### config.mk
export PLATFORM = sky130hd
export DESIGN_NAME = ram_port_arbiter
export DESIGN_NICKNAME = d
export VERILOG_FILES = /design/src/rtl/ram_port_arbiter.sv
export SDC_FILE = /design/constraint.sdc
export NUM_CORES = 1
export LEC_CHECK = 0
export BUFFER_PORTS_ARGS = -buffer_cell sky130_fd_sc_hd__buf_2
export CORE_MARGIN = 3
export CORE_UTILIZATION = 42
export CTS_CLUSTER_DIAMETER = 60
export DETAILED_ROUTE_END_ITERATION = 10
export MAX_ROUTING_LAYER = met4
export PLACE_DENSITY = 0.8
export SKIP_LAST_GASP = 1
export SLEW_MARGIN = 20
export SYNTH_ARGS = -nofsm -noshare
export SYNTH_HDL_FRONTEND = slang
export SYNTH_SLANG_ARGS = --single-unit
### constraint.sdc
create_clock -name clock -period 7.8 [get_ports clock]
set_input_delay 0.39 -clock clock [delete_from_list [all_inputs] [get_ports clock]]
set_output_delay 0.39 -clock clock [all_outputs]
set_load 0.03 [all_outputs]
### src/rtl/ram_port_arbiter.sv
// Shares one synchronous-read RAM port between the core datapath and a debug/loader requester.
// Define ARB_STARVE_GUARD_EN to force a debug access in after STARVE_MAX contended CPU cycles.
module ram_port_arbiter #(
  parameter int unsigned ADDR_W     = 10,
  parameter int unsigned DATA_W     = 32,
  parameter int unsigned STARVE_MAX = 8
) (
  input  logic              clock,
  input  logic              reset_n,
  input  logic              cpu_req,
  input  logic              cpu_we,
  input  logic [ADDR_W-1:0] cpu_addr,
  input  logic [DATA_W-1:0] cpu_wdata,
  output logic [DATA_W-1:0] cpu_rdata,
  output logic              cpu_stall,
  input  logic              dbg_req,
  input  logic              dbg_we,
  input  logic [ADDR_W-1:0] dbg_addr,
  input  logic [DATA_W-1:0] dbg_wdata,
  output logic              dbg_gnt,
  output logic [DATA_W-1:0] dbg_rdata,
  output logic              dbg_rvalid,
  output logic [ADDR_W-1:0] ram_addr,
  output logic              ram_write,
  output logic [DATA_W-1:0] ram_wdata,
  input  logic [DATA_W-1:0] ram_rdata
);

  typedef enum logic [1:0] {StCpu, StDbg, StDrd} state_e;

  state_e              state_q, state_d;
  logic                lat_we_q;
  logic [ADDR_W-1:0]   lat_addr_q;
  logic [DATA_W-1:0]   lat_wdata_q;
  logic [DATA_W-1:0]   rdata_q;
  logic                rvalid_q;
  logic                starve_fire;
  logic                take;

  assign take = (state_q == StCpu) && dbg_req && (!cpu_req || starve_fire);

`ifdef ARB_STARVE_GUARD_EN
  localparam int unsigned CntW = (STARVE_MAX < 1) ? 1 : $clog2(STARVE_MAX + 1);

  logic [CntW-1:0] starve_q, starve_d;

  assign starve_fire = (starve_q == CntW'(STARVE_MAX));

  // Counts consecutive S_CPU cycles where the CPU beat a waiting debug request; saturates.
  always_comb begin
    starve_d = starve_q;
    if (state_q == StCpu) begin
      if (take || !dbg_req) begin
        starve_d = '0;
      end else if (cpu_req && !starve_fire) begin
        starve_d = starve_q + CntW'(1);
      end
    end
  end

  always_ff @(posedge clock) begin
    if (!reset_n) begin
      starve_q <= '0;
    end else begin
      starve_q <= starve_d;
    end
  end
`else
  assign starve_fire = 1'b0;
`endif

  always_comb begin
    state_d = state_q;
    unique case (state_q)
      StCpu:   if (take) state_d = StDbg;
      StDbg:   state_d = lat_we_q ? StCpu : StDrd;
      StDrd:   state_d = StCpu;
      default: state_d = StCpu;
    endcase
  end

  always_comb begin
    ram_addr  = cpu_addr;
    ram_wdata = cpu_wdata;
    ram_write = cpu_req & cpu_we;
    if (state_q != StCpu) begin
      ram_addr  = lat_addr_q;
      ram_wdata = lat_wdata_q;
      ram_write = (state_q == StDbg) & lat_we_q;
    end
  end

  assign cpu_stall  = cpu_req & (state_q != StCpu);
  assign cpu_rdata  = ram_rdata;
  assign dbg_gnt    = (state_q == StDbg);
  assign dbg_rdata  = rdata_q;
  assign dbg_rvalid = rvalid_q;

  // A write sitting in StDbg at a reset edge still commits: ram_write does not look at reset.
  always_ff @(posedge clock) begin
    if (!reset_n) begin
      state_q  <= StCpu;
      rvalid_q <= 1'b0;
      rdata_q  <= '0;
    end else begin
      state_q  <= state_d;
      rvalid_q <= (state_q == StDrd);
      if (state_q == StDrd) begin
        rdata_q <= ram_rdata;
      end
    end
  end

  always_ff @(posedge clock) begin
    if (take) begin
      lat_we_q    <= dbg_we;
      lat_addr_q  <= dbg_addr;
      lat_wdata_q <= dbg_wdata;
    end
  end

endmodule

Yosys cells after proc, flatten, opt, wreduce, memory -nomap -nowiden
Cells that the tools add are included.
{"block": "classes", "add_sub_neg": 0, "multipliers": 0, "n_div": 0, "magnitude_cmp": 0, "n_eq_ne": 3, "shifts": 0, "n_mux": 6, "bitwise_logic": 3, "reduce_logical": 5}
{"cell": "$mux 32", "n": 1}
{"cell": "$mux 10", "n": 1}
{"cell": "$mux 2", "n": 2}
{"cell": "$pmux 2 s2", "n": 1}
{"cell": "$and 1x1->1", "n": 3}
{"cell": "$eq 2x1->1 const B", "n": 1}
{"cell": "$eq 2x2->1 const B", "n": 1}
{"cell": "$logic_and 1x1->1", "n": 2}
{"cell": "$logic_not 2->1", "n": 1}
{"cell": "$ne 2x2->1 const B", "n": 1}
{"cell": "$reduce_bool 2->1", "n": 1}
{"cell": "$logic_not 1->1", "n": 1}
{"cell": "$mux 1", "n": 1}
{"block": "word_totals", "regBits": 78, "latchBits": 0, "ram_bits": 0, "mem_bits_ro": 0, "inputBits": 122, "out_inout_bits": 110, "wordCells": 23, "mem_count": 0}

Longest topological paths before layout
Gate-level depths: netlist of the first run.
{"block": "depth", "depth_word": 5, "ltp_mapped": 4, "depth_no_buf": 2}

Least setup slack after synthesis of the first run
Ideal clock, no wire load.
{"block": "synth_path", "path_type": "input -> register", "startpoint": "input cpu_req", "endpoint": "register lat_addr_q[0], enable pin", "setup_ns": 0.570, "arrival_ns": 4.991, "required_time_ns": 7.230, "setup_slack_ns": 2.239, "cell_stages": 1, "n_path_buf": 0, "cell_sequence": "nor4b_1"}
{"block": "synth_between", "elab_chain_cells": 2}
{"item": "start: declaration", "line": "10", "rtl": "input logic cpu_req,"}
{"item": "$logic_not 1->1", "line": "40", "rtl": "assign take = (state_q == StCpu) && dbg_req && (!cpu_req || starve_fire);"}
{"item": "$logic_and 1x1->1", "line": "40"}
{"item": "end signal: assignment", "line": "117", "rtl": "lat_addr_q <= dbg_addr;"}
{"item": "end: declaration", "line": "33", "rtl": "logic [ADDR_W-1:0] lat_addr_q;"}
No other way between the ends.
A chain may end at the register's enable or synchronous reset.

Worst setup path after layout of the first run
{"block": "layout_path", "startpoint": "register state_q[0]", "endpoint": "output ram_wdata[24]"}
{"block": "layout_between", "elab_chain_cells": 2}
{"item": "start: declaration", "line": "31", "rtl": "state_e state_q, state_d;"}
{"item": "start signal: assignment", "line": "102", "rtl": "state_q <= StCpu;"}
{"item": "start signal: assignment", "line": "106", "rtl": "state_q <= state_d;"}
{"item": "$reduce_bool 2->1", "line": "86", "rtl": "if (state_q != StCpu) begin"}
{"item": "$mux 32", "line": "86"}
{"item": "end: declaration", "line": "25", "rtl": "output logic [DATA_W-1:0] ram_wdata,"}
No other way between the ends.

==> results of run 1 <==
-- cell usage after synthesis --
cell	count	area (um2)
dfxtp_1	35	701
mux2_2	39	439
nor2b_1	1	6.26
nor2b_2	1	8.76
and3b_1	1	8.76
mux2i_1	32	320
buf_4	32	240
nor2_4	1	11.3
nand2_1	64	240
edfxtp_1	43	1290
buf_2	4	20.0
nor4b_1	1	8.76
mux2_4	3	45.0
and2b_2	1	8.76
a32o_1	1	10.0
buf_6	5	56.3
and2_1	2	12.5
buf_12	3	60.1
clkbuf_1	3	11.3
-- flip-flops by register name, summed over array words and instances, names as in the netlist --
| signal | count |
|---|---|
| lat_wdata_q | 32 |
| lat_we_q | 1 |
| state_q | 2 |
| dbg_rvalid | 1 |
| dbg_rdata | 32 |
| lat_addr_q | 10 |
-- per-layer routing --
layer	vias to the layer above	share of wire (%)
met3	15	8.9
met4	0	2.0
met2	156	52
met1	1237	37
li1	1302	-
met5	-	0
-- cells by family after synthesis --
logic type / count (synthesis) / synth area share [%]
AOI/OAI and AO/OA: 1 / 0.286
buffers and inverters: 47 / 11.1
muxes: 74 / 23.0
and+or+nand+nor: 72 / 8.72
DFF: 78 / 56.9
-- critical path: stages, from the launching register on --
cell and delay [ps]:
dfxtp_1 380, nor2_4 590, buf_16 240, mux2_2 350
buf_2 180
-- power by group --
group / total [uW] / internal (uW) / switching [uW] / leakage (uW)
logic: 164 / 62.7 / 102 / 0.00138
clock network: 282 / 146 / 136 / 0.0000907
registers: 451 / 447 / 4.25 / 0.000684
total: 897 / 656 / 241 / 0.00216
-- worst paths after layout --
| kind | start | end | slack, ps |
|---|---|---|---|
| setup / recovery | state_q[0]$_SDFFE_PN0P_ | ram_wdata[24] | 5320 |
| hold / removal | dbg_wdata[20] | lat_wdata_q[20]$_DFFE_PP_ | 230 |
| setup reg to reg | state_q[0]$_SDFFE_PN0P_ | lat_wdata_q[1]$_DFFE_PP_ | 6140 |
| hold reg to reg | dbg_rdata[26]$_SDFFE_PN0P_ | dbg_rdata[26]$_SDFFE_PN0P_ | 450 |
-- cell type report --
type / count / area (um2)
Sequential cell: 78 / 1990
Timing Repair Buffer: 234 / 1220
Tap cell: 102 / 128
Multi-Input combinational cell: 147 / 1130
Fill cell: 689 / 3240
Clock buffer: 11 / 131
Clock inverter: 5 / 51.3
-- cells in the final DEF (no fill, tap or decap) --
master / n
a32o_1: 1
and2_1: 2
and2b_2: 1
and3b_1: 1
buf_16: 2
buf_2: 231
buf_4: 1
bufinv_16: 1
clkbuf_1: 2
clkbuf_8: 9
clkinv_1: 1
clkinv_2: 2
clkinvlp_4: 1
dfxtp_1: 35
edfxtp_1: 43
mux2_2: 39
mux2_4: 3
mux2i_1: 32
nand2_1: 64
nor2_4: 1
nor2b_1: 1
nor2b_4: 1
nor4b_2: 1
-- through the flow --
stage	hold slack, ps	instance area, um2	utilization (%)	total power [uW]
floorplan	489	3500	-	575
global placement	439	4410	56.0	620
detailed placement	448	4440	56.3	624
CTS	205	4620	58.6	909
global route	196	4650	59.0	939
finish	230	4650	59.0	897
==> run_results.csv, run 1 <==
group,metric,value,unit
grt,grt_max_degree,68,
sta,grt_setup_unrepaired,"no",
cts,htree_levels,3,
cts,cts.sink_count,78,
sta,slew_headroom,30.9,%
cts,clk-insertion-delay-late,330,ps
detailed_routing,routed_via_density,4.70,
floorplanning,num_rows,32,
flow_run,cap_violations,0,
grt,grt_pass1_vias,2750,
run_status,status,"finished, final reports clean",
grt,met2_usage,33.2,%
yosys,yosysUniqueCellTypes,19,
worst_setup_path,crit_fanout,24,
yosys,yosys_warnings,0,
grt,grtUsageMet3,4.81,%
cts,clock_path_buffers,2,
worst_setup_path,worstPathRequired,7410,ps
worst_setup_path,endpoint_kind,"output pin",
sta,clock.fmax,0.404,GHz
sta,finalMaxSlewViolations,0,
floorplanning,die_h,97.3,um
placed_design,place_ws,5470,ps
power_and_ir_drop,leakage,0.00216,uW
finish,num-nets-final,592,
yosys,synth.ff_latch_count,78,
hold_path,hold_class,"in -> reg",
sta,setup_viol,0,
detailed_routing,drc,0,
finish,layout.cells.non_filler,577,
sta,worst_slack,5320,ps
yosys,synthCells,272,
finish,area_growth_syn_to_layout,32.9,%
finish,drive_above_1_share,61.7,%
worst_setup_path,arrival,2090,ps
floorplanning,fp.dieArea,9460,um2
cts,cts_hold_buf,0,
floorplanning,core_area,7890,um2
cts,ctsResizeCount,0,
worst_setup_path,reg2reg_depth,2,
grt,grt.total_usage,18.5,%
placed_design,hpwl,6.92,mm
placed_design,dp.cells,560,
detailed_routing,wl_per_cell,15.4,um
detailed_routing,wirelength,8.90,mm
sta,finalSetupTns,0,ps
grt,busiest_layer,"met2",
power_and_ir_drop,p_per_area,193,nW/um2
yosys,syn_nets,394,
grt,use_met1,19.4,%
detailed_routing,drt_pre_antenna_iters,4,
placed_design,io_buffers,231,
power_and_ir_drop,max-vdd-ir-drop,0.105,mV
sta,min_period,2480,ps
yosys,avgSynthCellArea,12.9,um2
cts,clk_pin_slew,80,ps
cts,tritoncts,"yes",
detailed_routing,postRouteAntennaNets,0,
finish,antennaDiodeCount,0,
worst_setup_path,worstSetupPathType,"reg -> out",
detailed_routing,via_count,2710,
grt,grt_pass1_wl,13.5,mm
floorplanning,io_pins,232,
sta,final.period_utilization,31.8,%
detailed_routing,first_iter_violations,57,
worst_setup_path,start_kind,"register",
yosys,seq_area_frac_synth,56.9,%
cts,post_cts_buffers,0,
sta,hold_viol,0,
sta,finClkSkew,8.55,ps
yosys,synth_area,3500,um2
floorplanning,start_util,44.4,%
sta,worst_pin_slew,1040,ps
hold_path,min_path_cells,1,
cts,root_buffer,"clkbuf_8",
placed_design,place.gp.congestion,0.909,
floorplanning,die_x,97.3,um
grt,antenna_found_initial,0,
grt,overflow,0,
cts,cts_buffers,9,
(Power assumes the default switching activity.)
==> run 2: changes to the inputs <==
clock period = 2.4 ns   (was 7.8 ns; I/O delays follow)
==> run_results.csv, run 2 (same netlist as run 1, synthesis figures left out) <==
group,metric,value,unit
finish,mostFrequentLayoutCells,"231 x buf_2, 64 x nand2_1, 43 x dlygate4sd3_1, 43 x edfxtp_1, 39 x mux2_2",
finish,multi_input_area,1140,um2
detailed_routing,wirelength,9.68,mm
detailed_routing,drc,0,
floorplanning,fp.dieArea,9460,um2
detailed_routing,first_iter_violations,118,
detailed_routing,drt_pre_antenna_iters,4,
sta,timing.hold.ws,23.5,ps
detailed_routing,postRouteAntennaNets,0,
cts,root_buffer,"clkbuf_8",
worst_setup_path,crit_path_top_delay_cell,"buf_4",
sta,worst_pin_slew,655,ps
power_and_ir_drop,p_sw,862,uW
power_and_ir_drop,leakage,0.00233,uW
detailed_routing,routed_via_density,4.75,
cts,clk_pin_slew,100,ps
grt,overflow,0,
floorplanning,start_util,44.4,%
worst_setup_path,r2r_start,"state_q[0]$_SDFFE_PN0P_",
hold_path,min_from,"ram_rdata[21]",
worst_setup_path,start_kind,"register",
grt,grt_pass1_vias,3018,
grt,grt_pass1_wl,14.8,mm
sta,hold_viol,0,
worst_setup_path,cpPeakStageDelay,480,ps
finish,num-nets-final,636,
worst_setup_path,worstSetupPathType,"reg -> out",
cts,cts_hold_buf,43,
detailed_routing,wl_per_cell,15.6,um
sta,finClkSkew,16.7,ps
worst_setup_path,worstPathRequired,2280,ps
placed_design,postPlaceCellArea,4460,um2
power_and_ir_drop,power.share.sequential,49.7,%
floorplanning,die_x,97.3,um
worst_setup_path,endpoint_kind,"output pin",
power_and_ir_drop,p_comb_share,20.2,%
power_and_ir_drop,max-vdd-ir-drop,0.277,mV
grt,grt_max_degree,68,
worst_setup_path,timing.rr.end,"lat_wdata_q[14]$_DFFE_PP_",
cts,clock_path_buffers,2,
cts,ctsResizeCount,0,
grt,antenna_found_initial,0,
sta,finalSetupTns,0,ps
finish,area_growth_syn_to_layout,44.9,%
placed_design,hpwl,6.64,mm
finish,layout_commonest_cell,"buf_2",
hold_path,hold_class,"in -> reg",
placed_design,dp.cells,562,
finish,fillers,630,
cts,tritoncts,"yes",
cts,post_cts_buffers,0,
cts,cts_buffers,9,
finish,utilization,64.3,%
sta,setup_viol,0,
worst_setup_path,critical_path_buf_inv_count,2,
finish,antennaDiodeCount,0,
power_and_ir_drop,internal_power,2090,uW
finish,layout.cells.non_filler,621,
cts,cts.sink_count,78,
cts,htree_levels,3,
power_and_ir_drop,p_sw_share,29.2,%
floorplanning,num_rows,32,
finish,fin_area,5070,um2
worst_setup_path,crit_chain,"nor2_4 -> buf_4 -> mux2_2 -> buf_2",
sta,grt_setup_unrepaired,"no",
floorplanning,core_area,7890,um2
worst_setup_path,crit_family,"buffers and inverters",
floorplanning,io_pins,232,
run_status,status,"finished, final reports clean",
worst_setup_path,arrival,1930,ps
finish,seqCellArea,1990,um2
worst_setup_path,reg2reg_depth,2,
sta,clock.fmax,0.487,GHz
worst_setup_path,crit_fanout,44,
flow_run,cap_violations,0,
hold_path,min_path_cells,3,
sta,slew_headroom,56.2,%
sta,final.period_utilization,85.6,%
cts,clk-insertion-delay-late,340,ps
power_and_ir_drop,p_per_area,582,nW/um2
finish,drive_above_1_share,57.2,%
hold_path,hold_end,"dbg_rdata[21]$_SDFFE_PN0P_",
sta,finalMaxSlewViolations,0,
detailed_routing,via_count,2950,
grt,grt.total_usage,20.3,%
placed_design,io_buffers,231,
floorplanning,die_h,97.3,um
worst_setup_path,rrSetupSlack,760,ps
sta,min_period,2050,ps
placed_design,place.gp.congestion,0.887,
power_and_ir_drop,p_clk_share,30.1,%
-- run 2: changes by cell type in the layout (fill, tap and decap cells not counted), moves of 2 or more --
cell           previous run  this run
dlygate4sd3_1             0        43
clkinvlp_4                1         3
clkbuf_1                  2         0
clkinv_2                  2         0
buf_16                    2         0
inv_6                     0         3
buf_4                     1         3
-- run 2: how the worst max path moves through the flow --
stage	startpoint	end	slack, ps	cells after the start
final	state_q[0]$_SDFFE_PN0P_	ram_wdata[28]	350	4
after global routing	state_q[1]$_SDFFE_PN0P_	ram_wdata[28]	240	4
after CTS	state_q[0]$_SDFFE_PN0P_	ram_wdata[18]	340	4
after detailed placement	state_q[0]$_SDFFE_PN0P_	ram_wdata[18]	710	4
after global placement	state_q[0]$_SDFFE_PN0P_	ram_wdata[18]	770	4
after floorplan	state_q[1]$_SDFFE_PN0P_	lat_addr_q[0]$_DFFE_PP_	90	1
-- run 2: area by class of cell --
class / instances / share of cell area, %
multi-input combinational: 147 / 22.5
timing repair buffer: 278 / 32.1
clock inverter: 7 / 1.14
sequential: 78 / 39.3
clock buffer: 9 / 2.44
tap: 102 / 2.52
-- run 2: routing by layer --
metal | part of all wire (%) | wire length, um | global-route usage [%]
met5 | 0 | 0 | -
met2 | 52 | 5030 | 35.4
met4 | 2.9 | 279 | 7.88
met1 | 36 | 3510 | 21.7
met3 | 8.9 | 859 | 6.25
-- run 2: tightest hold or removal path, stage by stage --
cell,delay (ps)
buf_2,100
nand2_1,50
mux2i_1,50
-- run 2: metrics by stage --
step | power [uW] | worst slack (ps)
after floorplan | 1870 | 91.9
after global placement | 2020 | 769
after detailed placement | 2030 | 709
after CTS | 2970 | 335
after global routing | 3080 | 236
final | 2950 | 345
-- run 2: power by group through the flow --
stage | clock network [uW] | logic [uW] | registers, uW
4_1_cts | 910 | 592 | 1470
5_1_grt | 974 | 631 | 1470
2_1_floorplan | 0 | 362 | 1500
3_5_place_dp | 0 | 534 | 1500
3_3_place_gp | 0 | 524 | 1500
6_report | 888 | 597 | 1470
==> run 3: changes to the inputs <==
CORE_UTILIZATION = 43   (was 42)
CTS_BUF_LIST = sky130_fd_sc_hd__clkbuf_8   (was unset)
PLACE_DENSITY = unset   (was 0.8)
PLACE_DENSITY_LB_ADDON = 0.3   (was unset)
RECOVER_POWER = 50   (was unset)
==> run_results.csv, run 3 (same netlist as run 1, synthesis figures left out) <==
group,metric,value,unit
placed_design,place_ws,839,ps
grt,grt.total_usage,18.5,%
placed_design,postPlaceCellArea,4490,um2
cts,cts_buffers,9,
finish,fin_area,5030,um2
worst_setup_path,worstPathRequired,2280,ps
detailed_routing,drc,0,
cts,clk-insertion-delay-late,330,ps
worst_setup_path,endpoint_kind,"output pin",
finish,num-nets-final,638,
cts,clk_pin_slew,80,ps
placed_design,place.gp.congestion,0.674,
worst_setup_path,worstSetupPathType,"reg -> out",
placed_design,io_buffers,231,
floorplanning,fp.dieArea,9260,um2
sta,finalSetupTns,0,ps
detailed_routing,via_count,2849,
detailed_routing,wl_per_cell,14.2,um
sta,worst_slack,539,ps
grt,overflow,0,
power_and_ir_drop,p_per_area,599,nW/um2
sta,finClkSkew,5.97,ps
sta,setup_viol,0,
floorplanning,start_util,44.8,%
sta,finalMaxSlewViolations,0,
floorplanning,io_pins,232,
floorplanning,die_h,96.2,um
detailed_routing,wirelength,8.85,mm
finish,mostFrequentLayoutCells,"165 x buf_2, 66 x clkbuf_1, 64 x nand2_1, 43 x dlygate4sd3_1, 43 x edfxtp_1",
sta,clock.fmax,0.537,GHz
sta,worst_pin_slew,983,ps
floorplanning,die_x,96.2,um
finish,area_growth_syn_to_layout,43.8,%
cts,tritoncts,"yes",
worst_setup_path,arrival,1740,ps
grt,grt_pass1_wl,12.8,mm
sta,hold_viol,0,
detailed_routing,first_iter_violations,47,
detailed_routing,drt_pre_antenna_iters,4,
run_status,status,"finished, final reports clean",
cts,clock_path_buffers,2,
cts,cts.sink_count,78,
power_and_ir_drop,max-vdd-ir-drop,0.344,mV
floorplanning,num_rows,32,
worst_setup_path,start_kind,"register",
finish,drive_above_1_share,44.1,%
flow_run,cap_violations,0,
sta,final.period_utilization,77.5,%
detailed_routing,postRouteAntennaNets,0,
grt,antenna_found_initial,1,
worst_setup_path,crit_fanout,27,
power_and_ir_drop,finalPower,3010,uW
grt,grt_pass1_vias,2847,
grt,grt_max_degree,40,
floorplanning,core_area,7810,um2
cts,htree_levels,3,
cts,root_buffer,"clkbuf_8",
cts,post_cts_buffers,0,
sta,slew_headroom,34.2,%
placed_design,hpwl,6.45,mm
sta,min_period,1860,ps
finish,utilization,64.4,%
power_and_ir_drop,leakage,0.00213,uW
finish,layout_commonest_cell,"buf_2",
detailed_routing,routed_via_density,4.57,
sta,grt_setup_unrepaired,"no",
hold_path,hold_class,"in -> reg",
-- run 3: changes by cell type in the layout (fill, tap and decap cells not counted), moves of 2 or more --
cell,before,now
buf_2,231,165
clkbuf_1,0,66
inv_6,3,0
clkbuf_8,9,11
clkinvlp_4,3,1
inv_1,0,2
-- run 3: what timing repair did --
| action | in CTS | in global routing |
|---|---|---|
| endpoints found under the hold margin | 43 | 0 |
| gates resized for setup | 0 | 0 |
| hold buffers | 43 | 0 |
-- run 3: critical path, cell delays in order (launching register included) --
cell and delay (ps):
dfxtp_1 370, nor2_4 120, buf_4 320, mux2_2 410, buf_2 180
-- run 3: final cells by class --
class                           instances  area (um2)
Tap cell                              102         128
Timing Repair Buffer                  280        1570
Clock inverter                          5        50.0
Fill cell                             651        2780
Sequential cell                        78        1990
Antenna cell                            1        2.50
Multi-Input combinational cell        147        1130
Clock buffer                           11         151
-- run 3: power by group --
part,total (uW),internal [uW],switching [uW]
combinational,581,242,340
clock,963,528,434
sequential,1470,1450,14.7
-- run 3: final timing paths --
kind,slack (ps),to,cells past startpoint,from
worst max-delay path,540,ram_addr[9],4,state_q[1]$_SDFFE_PN0P_
worst min-delay path,40,dbg_rdata[14]$_SDFFE_PN0P_,3,ram_rdata[14]
worst max register to register,570,dbg_rdata[19]$_SDFFE_PN0P_,3,state_q[1]$_SDFFE_PN0P_
worst min register to register,460,dbg_rdata[5]$_SDFFE_PN0P_,2,dbg_rdata[5]$_SDFFE_PN0P_
-- run 3: routing by layer --
metal	vias up	GRT usage (%)	wire length, um
li1	1392	-	-
met1	1308	18.8	3200
met2	135	33.6	4630
met3	14	5.08	894
met4	0	7.11	128
met5	-	-	0
-- run 3: per-stage QoR --
stage	hold slack, ps	cells
detailed placement	299	564
finish	35.3	624
global route	29.7	624
CTS	16.5	623
global placement	297	564
floorplan	219	272
